**src/rtl/radio_pkg.sv**
```systemverilog
// Shared types and defaults for the CORDIC sharing arbiter.
//   arb_state_t       : arbiter FSM state encoding
//   src_id_t          : requester identifier stored in the tag FIFO
//   TAG_DEPTH_DEFAULT : default number of samples in flight in the CORDIC
package radio_pkg;

    localparam int TAG_DEPTH_DEFAULT = 16;

    typedef enum logic [1:0] {
        IDLE = 2'd0,
        GNT0 = 2'd1,
        GNT1 = 2'd2
    } arb_state_t;

    typedef logic src_id_t;

endpackage

```
**src/rtl/tag_fifo.sv**
```systemverilog
// 1-bit synchronous FIFO recording the owner of each sample inside the CORDIC.
// Ports:
//   clk, rst_n      : clock, asynchronous active-low reset
//   push, push_id   : enqueue one source id
//   pop             : dequeue the head entry
//   head            : source id at the head (valid when !empty)
//   full, empty     : occupancy flags
//   count           : number of stored entries, 0..DEPTH
module tag_fifo
    import radio_pkg::*;
#(
    parameter int DEPTH = TAG_DEPTH_DEFAULT
) (
    input  logic                     clk,
    input  logic                     rst_n,
    input  logic                     push,
    input  src_id_t                  push_id,
    input  logic                     pop,
    output src_id_t                  head,
    output logic                     full,
    output logic                     empty,
    output logic [$clog2(DEPTH):0]   count
);

    localparam int AW = $clog2(DEPTH);
    localparam logic [AW:0] DEPTH_CNT = (AW + 1)'(DEPTH);

    logic [DEPTH-1:0] mem;
    logic [AW-1:0]    wr_ptr;
    logic [AW-1:0]    rd_ptr;

    // NOTE: storage is not reset; count/pointers define which entries are live,
    // so clearing the array would only add reset fan-out.
    always_ff @(posedge clk) begin
        if (push) begin
            mem[wr_ptr] <= push_id;
        end
    end

    // NOTE: sequential state uses non-blocking assignments so every register
    // samples the pre-edge values regardless of statement order.
    always_ff @(posedge clk or negedge rst_n) begin
        if (!rst_n) begin
            wr_ptr <= '0;
            rd_ptr <= '0;
            count  <= '0;
        end else begin
            if (push) wr_ptr <= wr_ptr + 1'b1;
            if (pop)  rd_ptr <= rd_ptr + 1'b1;
            // Simultaneous push and pop leaves the fill level unchanged.
            case ({push, pop})
                2'b10:   count <= count + 1'b1;
                2'b01:   count <= count - 1'b1;
                default: count <= count;
            endcase
        end
    end

    assign head  = mem[rd_ptr];
    assign full  = (count == DEPTH_CNT);
    assign empty = (count == '0);

endmodule

```
**src/rtl/cordic_share_arbiter.sv**
```systemverilog
// Shares one CORDIC pipeline between two AXI-Stream IQ requesters.
// Packet-aware round-robin arbitration feeds a single-stage issue register;
// a tag FIFO remembers each sample's owner so results are routed back in order.
// Ports:
//   s00_axis_aclk / s00_axis_aresetn : clock, asynchronous active-low reset
//   s00_axis_* / s01_axis_*          : requester 0 / 1 samples in
//   m00_axis_*                       : issue port to the CORDIC
//   s02_axis_*                       : results from the CORDIC
//   m01_axis_* / m02_axis_*          : results for requester 0 / 1
//   err_orphan                       : sticky, result seen with no sample in flight
module cordic_share_arbiter
    import radio_pkg::*;
#(
    parameter int DATA_WIDTH = 32,
    parameter int TAG_DEPTH  = TAG_DEPTH_DEFAULT,
    parameter int BURST_MAX  = 64
) (
    input  logic                      s00_axis_aclk,
    input  logic                      s00_axis_aresetn,
    input  logic                      s00_axis_tvalid,
    input  logic                      s00_axis_tlast,
    input  logic [DATA_WIDTH-1:0]     s00_axis_tdata,
    input  logic [DATA_WIDTH/8-1:0]   s00_axis_tstrb,
    output logic                      s00_axis_tready,
    input  logic                      s01_axis_tvalid,
    input  logic                      s01_axis_tlast,
    input  logic [DATA_WIDTH-1:0]     s01_axis_tdata,
    input  logic [DATA_WIDTH/8-1:0]   s01_axis_tstrb,
    output logic                      s01_axis_tready,
    output logic                      m00_axis_tvalid,
    output logic                      m00_axis_tlast,
    output logic [DATA_WIDTH-1:0]     m00_axis_tdata,
    output logic [DATA_WIDTH/8-1:0]   m00_axis_tstrb,
    input  logic                      m00_axis_tready,
    input  logic                      s02_axis_tvalid,
    input  logic                      s02_axis_tlast,
    input  logic [DATA_WIDTH-1:0]     s02_axis_tdata,
    input  logic [DATA_WIDTH/8-1:0]   s02_axis_tstrb,
    output logic                      s02_axis_tready,
    output logic                      m01_axis_tvalid,
    output logic                      m01_axis_tlast,
    output logic [DATA_WIDTH-1:0]     m01_axis_tdata,
    output logic [DATA_WIDTH/8-1:0]   m01_axis_tstrb,
    input  logic                      m01_axis_tready,
    output logic                      m02_axis_tvalid,
    output logic                      m02_axis_tlast,
    output logic [DATA_WIDTH-1:0]     m02_axis_tdata,
    output logic [DATA_WIDTH/8-1:0]   m02_axis_tstrb,
    input  logic                      m02_axis_tready,
    output logic                      err_orphan
);

    localparam int BW = (BURST_MAX > 1) ? $clog2(BURST_MAX) : 1;
    localparam logic [BW-1:0] BURST_LAST = BW'(BURST_MAX - 1);
    localparam int CW = $clog2(TAG_DEPTH) + 1;
    localparam logic [CW-1:0] TAG_DEPTH_CNT = CW'(TAG_DEPTH);

    arb_state_t state;
    arb_state_t state_next;
    src_id_t    last_grant;
    logic [BW-1:0] beat_cnt;

    logic                    load;
    logic                    accept;
    logic                    end_burst;
    src_id_t                 src;
    logic [DATA_WIDTH-1:0]   in_data;
    logic                    in_last;
    logic [DATA_WIDTH/8-1:0] in_strb;

    src_id_t        tag_head;
    logic           tag_full;
    logic           tag_empty;
    logic [CW-1:0]  tag_count;
    logic           tag_pop;

    // Issue register may take a beat when it is empty or draining this cycle,
    // and only while the CORDIC has room for another tagged sample.
    assign load = (!m00_axis_tvalid || m00_axis_tready) && (tag_count < TAG_DEPTH_CNT);

    // NOTE: every always_comb output gets a default before the case so that no
    // path leaves a signal unassigned, which would infer a latch.
    always_comb begin
        state_next      = state;
        s00_axis_tready = 1'b0;
        s01_axis_tready = 1'b0;
        accept          = 1'b0;
        src             = 1'b0;
        in_data         = s00_axis_tdata;
        in_last         = s00_axis_tlast;
        in_strb         = s00_axis_tstrb;

        case (state)
            IDLE: begin
                // Round-robin tie break: the requester not served last wins.
                if (s00_axis_tvalid && (!s01_axis_tvalid || last_grant == 1'b1)) begin
                    state_next = GNT0;
                end else if (s01_axis_tvalid) begin
                    state_next = GNT1;
                end
            end
            GNT0: begin
                s00_axis_tready = load;
                accept          = s00_axis_tvalid && load;
            end
            GNT1: begin
                s01_axis_tready = load;
                accept          = s01_axis_tvalid && load;
                src             = 1'b1;
                in_data         = s01_axis_tdata;
                in_last         = s01_axis_tlast;
                in_strb         = s01_axis_tstrb;
            end
            default: state_next = IDLE;
        endcase

        end_burst = accept && (in_last || beat_cnt == BURST_LAST);
        if (end_burst) begin
            state_next = IDLE;
        end
    end

    always_ff @(posedge s00_axis_aclk or negedge s00_axis_aresetn) begin
        if (!s00_axis_aresetn) begin
            state      <= IDLE;
            last_grant <= 1'b1;
            beat_cnt   <= '0;
        end else begin
            state <= state_next;
            if (end_burst) begin
                last_grant <= src;
                beat_cnt   <= '0;
            end else if (accept) begin
                beat_cnt <= beat_cnt + 1'b1;
            end
        end
    end

    always_ff @(posedge s00_axis_aclk or negedge s00_axis_aresetn) begin
        if (!s00_axis_aresetn) begin
            m00_axis_tvalid <= 1'b0;
            m00_axis_tlast  <= 1'b0;
            m00_axis_tdata  <= '0;
            m00_axis_tstrb  <= '0;
        end else if (accept) begin
            m00_axis_tvalid <= 1'b1;
            m00_axis_tlast  <= in_last;
            m00_axis_tdata  <= in_data;
            m00_axis_tstrb  <= in_strb;
        end else if (m00_axis_tready) begin
            m00_axis_tvalid <= 1'b0;
        end
    end

    tag_fifo #(
        .DEPTH (TAG_DEPTH)
    ) u_tag_fifo (
        .clk     (s00_axis_aclk),
        .rst_n   (s00_axis_aresetn),
        .push    (accept),
        .push_id (src),
        .pop     (tag_pop),
        .head    (tag_head),
        .full    (tag_full),
        .empty   (tag_empty),
        .count   (tag_count)
    );

    // Return path: purely combinational demux steered by the head tag.
    assign m01_axis_tvalid = s02_axis_tvalid && !tag_empty && (tag_head == 1'b0);
    assign m02_axis_tvalid = s02_axis_tvalid && !tag_empty && (tag_head == 1'b1);
    assign s02_axis_tready = !tag_empty && (tag_head ? m02_axis_tready : m01_axis_tready);
    assign tag_pop         = s02_axis_tvalid && s02_axis_tready;

    assign m01_axis_tdata = s02_axis_tdata;
    assign m01_axis_tlast = s02_axis_tlast;
    assign m01_axis_tstrb = s02_axis_tstrb;
    assign m02_axis_tdata = s02_axis_tdata;
    assign m02_axis_tlast = s02_axis_tlast;
    assign m02_axis_tstrb = s02_axis_tstrb;

    always_ff @(posedge s00_axis_aclk or negedge s00_axis_aresetn) begin
        if (!s00_axis_aresetn) begin
            err_orphan <= 1'b0;
        end else if (s02_axis_tvalid && tag_empty) begin
            err_orphan <= 1'b1;
        end
    end

    // Load is gated by the fill level, so the FIFO can never see a push while full.
    a_no_push_full: assert property (@(posedge s00_axis_aclk) disable iff (!s00_axis_aresetn)
                                     !(accept && tag_full));

endmodule

```
**config.mk**
```make
export PLATFORM = sky130hd
export DESIGN_NAME = cordic_share_arbiter
export DESIGN_NICKNAME = d
export VERILOG_FILES = /design/src/rtl/radio_pkg.sv /design/src/rtl/tag_fifo.sv /design/src/rtl/cordic_share_arbiter.sv
export SDC_FILE = /design/constraint.sdc
export NUM_CORES = 1
export LEC_CHECK = 0
export ABC_CLOCK_PERIOD_IN_PS = 2930
export CORE_AREA = 2 2 123 125
export DETAILED_ROUTE_END_ITERATION = 7
export DIE_AREA = 0 0 125 127
export GPL_TIMING_DRIVEN = 1
export HOLD_SLACK_MARGIN = 0.06
export PLACE_DENSITY = 0.69
export SYNTH_ARGS = -nofsm -noshare
export SYNTH_HDL_FRONTEND = slang
export SYNTH_SLANG_ARGS = --single-unit
export TNS_END_PERCENT = 1
```
**constraint.sdc**
```tcl
create_clock -name s00_axis_aclk -period 2.93 [get_ports s00_axis_aclk]
set_input_delay 0.293 -clock s00_axis_aclk [delete_from_list [all_inputs] [get_ports s00_axis_aclk]]
set_output_delay 0.293 -clock s00_axis_aclk [all_outputs]
set_load 0.05 [all_outputs]
```
### After elaboration in Yosys (flattened, before gate mapping)

Index checks and enable logic that the tools add are counted.

| cells by class | value |
|---|---|
| order comparisons | 4 |
| add/sub/neg operators | 5 |
| reductions and logical operators | 25 |
| bitwise operators | 1 |
| multiplexer cells | 22 |
| eq/ne operators | 7 |

Operators with widths:

| operator | count |
|---|---|
| 32-bit two-way mux | 1 |
| 16-bit bitwise mux | 1 |
| 1-bit logical AND | 12 |
| 6-bit two-way mux | 2 |
| 4-bit by 5-bit < comparator with 1-bit output, second input constant | 2 |
| 5-bit case mux with 2 select lines | 1 |
| 1-bit two-way mux | 9 |
| 4-bit by 1-bit adder with 4-bit output, second input constant | 2 |
| 6-bit by 1-bit adder with 6-bit output, second input constant | 1 |
| 6-bit equality test, second input constant | 1 |
| 2-bit two-way mux | 3 |
| 2-bit nonzero test | 3 |
| 5-bit by 1-bit adder with 5-bit output, second input constant | 1 |
| 5-bit zero test | 1 |
| 5-bit < comparator, second input constant | 1 |
| 5-bit by 1-bit subtractor with 5-bit output, second input constant | 1 |
| 1-bit binary-select mux with 4-bit select | 1 |
| 1-bit demux with 4-bit select | 1 |
| 2-bit by 1-bit equality test with 1-bit output, second input constant | 2 |
| 2-bit equality test, second input constant | 2 |
| 4-bit by 1-bit greater-or-equal comparator with 1-bit output, second input constant | 1 |
| 4-bit two-way mux | 1 |
| 4-bit != test, second input constant | 1 |
| 2-bit case mux with 2 select lines | 1 |
| other kinds (8) | 12 |

| storage, ports and cells | value |
|---|---|
| logic and storage cells | 76 |
| register bits | 77 |
| output and inout port bits | 118 |

### Depth between registers and ports, before layout

| depth | value |
|---|---|
| depth in word-level cells | 8 |
| mapped depth | 13 |
| gate-level depth less buffers | 12 |

### By module

From an unflattened synthesis, not the netlist that was laid out.

| unflattened totals | value |
|---|---|
| cell total of the unflattened synthesis | 417 |
| area, all modules | 4391.7 um2 |

Modules (own cells, without submodules):

| module | area an instance (um2) | times used | cells each |
|---|---|---|---|
| cordic_share_arbiter | 2934.1 | 1 | 300 |
| tag_fifo | 1457.6 | 1 | 117 |

### Least setup slack after synthesis

No wires, ideal clock.

| timing | value |
|---|---|
| path kind | reg-to-reg |
| start | register state[0] |
| end | register u_tag_fifo.count[4] |
| data required time | 2.804 ns |
| setup time | 0.126 ns |
| arrival | 3.090 ns |
| setup slack | -0.286 ns |
| period minus slack after synthesis | 3.216 ns |
| stages on the path, launching flop included | 14 |
| cell sequence | dfrtp_1 inv_1 ha_1 clkbuf_1 mux2i_1 nor4_2 inv_2 ha_1 fa_1 a21o_1 a21oi_1 xor2_1 nor2_1 xor2_1 |

| between the ends | value |
|---|---|
| word-level cells in the longest chain between the ends | 4 |
| elaborated cells between the ends (all ways) | 7 |
| those cells by class | 4 x eq/ne; 2 x mux; 1 x reduce/logical |

Ends and longest elaborated chain:

| element | line | text |
|---|---|---|
| start, declared | cordic_share_arbiter.sv:58 | `arb_state_t state;` |
| start signal, assigned | cordic_share_arbiter.sv:129 | `state <= state_next;` |
| 2-bit equality test / 2-bit by 1-bit equality test with 1-bit output (equally long branches) | cordic_share_arbiter.sv:93 | `case (state)` |
| 1-bit case mux with 2 select lines * | cordic_share_arbiter.sv:93 |  |
| 2-bit by 1-bit equality test with 1-bit output / 2-bit equality test (equally long branches) | tag_fifo.sv:51 | `case ({push, pop})` |
| 5-bit case mux with 2 select lines / 2-bit nonzero test (equally long branches) | n/a |  |
| end signal, assigned | tag_fifo.sv:52 | `2'b10: count <= count + 1'b1;` |
| end signal, assigned | tag_fifo.sv:53 | `2'b01: count <= count - 1'b1;` |
| end signal, assigned | tag_fifo.sv:54 | `default: count <= count;` |
| end, declared | tag_fifo.sv:22 | `output logic [$clog2(DEPTH):0] count` |

Every way passes the cells marked *; elsewhere a longest branch is shown, timed or not.
A chain may end at the register's enable or synchronous reset.

### Final worst setup path

| timing | value |
|---|---|
| start | register u_tag_fifo.rd_ptr[2] |
| end | register u_tag_fifo.count[4] |

| between the ends | value |
|---|---|
| word-level cells in the longest chain between the ends | 7 |
| elaborated cells between the ends (all ways) | 9 |
| those cells by class | 2 x eq/ne; 4 x mux; 3 x reduce/logical |

Ends and longest elaborated chain:

| element | line | text |
|---|---|---|
| start, declared | tag_fifo.sv:30 | `logic [AW-1:0] rd_ptr;` |
| start signal, assigned | tag_fifo.sv:49 | `if (pop) rd_ptr <= rd_ptr + 1'b1;` |
| 1-bit binary-select mux with 4-bit select * | tag_fifo.sv:59 | `assign head = mem[rd_ptr];` |
| 1-bit two-way mux (implied by the code) * | tag_fifo.sv:59 |  |
| 1-bit two-way mux * | cordic_share_arbiter.sv:172 | `assign s02_axis_tready = !tag_empty && (tag_head ? m02_axis_tready : m01_axis_tready);` |
| 1-bit logical AND * | cordic_share_arbiter.sv:172 |  |
| 1-bit logical AND * | cordic_share_arbiter.sv:173 | `assign tag_pop = s02_axis_tvalid && s02_axis_tready;` |
| net tag_pop | cordic_share_arbiter.sv:75 | `logic tag_pop;` |
| 2-bit by 1-bit equality test with 1-bit output / 2-bit equality test (equally long branches) | tag_fifo.sv:51 |  |
| 5-bit case mux with 2 select lines / 2-bit nonzero test (equally long branches) | n/a |  |

Mark *: on every way through the listed nets, which the timed path passes. The rest lies on a longest branch. The select of a mux whose other input is x is not followed.

==> run_results.csv <==
group,metric,value,unit
timing,drv_slew,0,
synthesis,synth_edf_count,16,
die,die_w,125,microns
synthesis,postSynthCellCount,404,
run_status,violations,"negative setup slack",
timing,setup_viol,2,
grt,grt_pass1_vias,3087,
clocking,cts_setup_buffers,0,
synthesis,synth_nets,537,
setup_path,required,3140,ps
setup_path,cp_max_fo,5,
power,powerDensity,1160,nW/um^2
synthesis,yosysMostFrequentCell,"buf_4",
placement,place_ws,-250,ps
grt,antenna_found_initial,0,
grt,grt.overflow.total,0,
timing,slew-limit-headroom,53.8,%
setup_path,crit_end,"u_tag_fifo.count[4]$_DFFE_PN0P_",
setup_path,worst_setup_path_end_kind,"flip-flop",
clocking,root_buffer,"clkbuf_16",
detailed_routing,dr.pass1.iters,4,
run_status,status,"finished, violations left",
placement,place.gp.congestion,0.787,
clocking,cts_buffers,9,
setup_path,cp-start-kind,"flip-flop",
timing,fin_skew,6.21,ps
setup_path,critical_path_class,"reg -> reg",
synthesis,synthTopCellsByArea,"dfrtp_1 (35%), buf_4 (13%), edfxtp_1 (11%)",
synthesis,ys_types,40,
layout,final_cells,652,
setup_path,reg2reg_to,"u_tag_fifo.count[4]$_DFFE_PN0P_",
die,rows,44,
synthesis,avgSynthCellArea,10.6,sq um
layout,fin_area,5580,sq um
worst_hold_path,hold_class,"reg -> reg",
grt,grt_pass1_wl,15200,microns
grt,grt_max_degree,90,
power,p_leak,2.23,nW
layout,drive_above_1_share,11.5,%
layout,fillers,1441,
synthesis,synthArstFlopShare,79.2,%
clocking,clock-sinks,77,
timing,worst_pin_slew,694,ps
detailed_routing,routed_via_density,4.45,
synthesis,ys_ff_latch,77,
synthesis,synth_commonest_cells,"buf_4 (74), dfrtp_1 (60), nor2_1 (58), a21oi_1 (42), mux2i_1 (40)",
setup_path,r2r_setup_slack,-120,ps
clocking,path_clk_slew,60,ps
layout,final_nets,596,
run,max-cap-violations,0,
synthesis,ys_warn_count,0,
layout,fin_util,38.7,%
placement,placedCellCount,635,
synthesis,ys_seq_area_share,47.0,%
layout,ff_latch_area,2010,sq um
power,power,6.49,mW
layout,multi_input_comb_area,1640,sq um
placement,io_buffers,125,
detailed_routing,routed_wl,9220,microns
clocking,insertion_delay,330,ps
synthesis,ys.flop_type,"dfrtp_1",
timing,rsz0062_at_grt,"yes",
setup_path,crit_start,"u_tag_fifo.rd_ptr[2]$_DFFE_PN0P_",
power,vdd_drop_max,0.000543,V
die,die_area,15900,sq um
layout,area_growth,30.6,%
detailed_routing,wl_per_cell,14.1,microns
synthesis,synth_top_area_cell,"dfrtp_1",
detailed_routing,ant_nets,0,
setup_path,rr_worst_depth,11,
synthesis,syn_area,4270,sq um
setup_path,r2r-start,"u_tag_fifo.rd_ptr[2]$_DFFE_PN0P_",
layout,n_antenna_cell,0,
timing,fmax,328,MHz
grt,grt_use_total,12.0,%
clocking,cts_max_path_buffers,2,
detailed_routing,drc,0,
timing,period_share,104,%
placement,hpwl,6800,microns
worst_hold_path,hp-start,"err_orphan$_DFFE_PN0P_",
timing,layout_setup_ws,-122,ps
die,die_y,127,microns
clocking,htreeDepth,3,
detailed_routing,via_count,2901,
timing,fin_crit,3050,ps
clocking,tritoncts,"built",
die,initial_core_util,29.6,%
detailed_routing,drtIter0Drc,83,
die,coreArea,14400,sq um
timing,hold_violations,0,
setup_path,critPathArrivalTime,3260,ps
placement,placed_cell_area,5260,sq um
die,io_pins,237,
synthesis,synth.top_cell.area_share,35.2,%
==> metal layers <==
metal  routed length (microns)  part of all wire, %  GRT usage [%]  vias to the layer above
li1                          -                    -              -                     1416
met1                      4040                   44           14.8                     1345
met2                      4230                   46           19.4                      118
met3                       769                  8.3           4.06                       22
met4                       176                  1.9           5.10                        0
met5                         0                    0              0                        -
==> kinds of logic (layout without fill, tap and decap cells) <==
kind of cell	Yosys count	after routing	share of synthesized area (%)
compound gates	55	55	6.86
mux	50	50	13.7
xor+xnor	14	14	2.87
buf+inv	99	163	15.4
simple gates	95	95	9.90
fa+ha+maj	14	14	4.28
flops	77	77	47.0
==> worst max-delay path, cell delays in order, from the launching register on <==
cell     delay, ps
dfrtp_2        440
mux4_2         520
mux4_2         530
mux2i_4        220
nor2_4          60
ha_4           180
fa_2           330
a21o_1         170
a21oi_2        130
xor2_1         150
nor2_1          60
xor2_1         130
==> repair_timing <==
item,in CTS,in global routing
pin swaps,5,0
hold buffers,1,0
resized for setup,3,1
setup endpoints to repair,3,5
endpoints found under the hold margin,26,0
==> per-stage QoR <==
step                      hold slack (ps)  setup TNS [ps]
after floorplan                     -2.59            -149
after global placement                377            -347
after detailed placement              389            -485
after CTS                             480            -245
after global routing                  487            -568
final                                 470            -219
==> cell type report <==
class	instances	share of cell area, %
timing repair buffer	140	24.5
tap	184	4.13
clock inverter	7	1.32
sequential	77	36.0
inverter	7	0.471
clock buffer	9	4.04
multi-input combinational	228	29.5
==> sequential cells by signal, indices dropped and copies added, names as in the netlist <==
name,count
last_grant,1
u_tag_fifo.count,5
beat_cnt,6
u_tag_fifo.rd_ptr,4
state,2
m00_axis_tdata,32
u_tag_fifo.wr_ptr,4
m00_axis_tstrb,4
u_tag_fifo.mem,16
m00_axis_tvalid,1
err_orphan,1
m00_axis_tlast,1
==> cells in the final DEF, fill, tap and decap left out, types with 3 or more instances in the layout <==
master           Yosys  routed
a21o_1               3       3
a21oi_1             42      40
a21oi_2              1       3
buf_4               74      16
clkbuf_16            0       9
clkdlybuf4s50_1      0     120
dfrtp_1             60      59
edfxtp_1            16      16
ha_1                13      11
inv_1                6       6
mux2i_1             40      40
mux4_2               5       5
nand2_1             10      10
nand2b_1             3       3
nand3_1              3       3
nand4_1              4       4
nor2_1              58      58
nor2b_1              3       3
nor3_1               6       6
o21ai_0              4       3
o21ai_1              3       4
xnor2_1              5       5
xor2_1               9       9
==> worst min path at each step <==
stage | to | slack (ps) | cells after the start
3_3_place_gp | u_tag_fifo.rd_ptr[1]$_DFFE_PN0P_ | 380 | 1
5_1_grt | err_orphan$_DFFE_PN0P_ | 490 | 1
4_1_cts | err_orphan$_DFFE_PN0P_ | 480 | 1
2_1_floorplan | beat_cnt[0]$_DFFE_PN0P_ | -3 | 0
6_report | err_orphan$_DFFE_PN0P_ | 470 | 1
3_5_place_dp | u_tag_fifo.rd_ptr[1]$_DFFE_PN0P_ | 390 | 1
==> power by group <==
part / internal (mW) / leakage [nW] / switching [mW]
Sequential: 1.54 / 0.849 / 0.320
Clock: 0.664 / 0.148 / 0.449
Combinational: 1.41 / 1.23 / 2.11
Power figures use the tool's default switching activity.
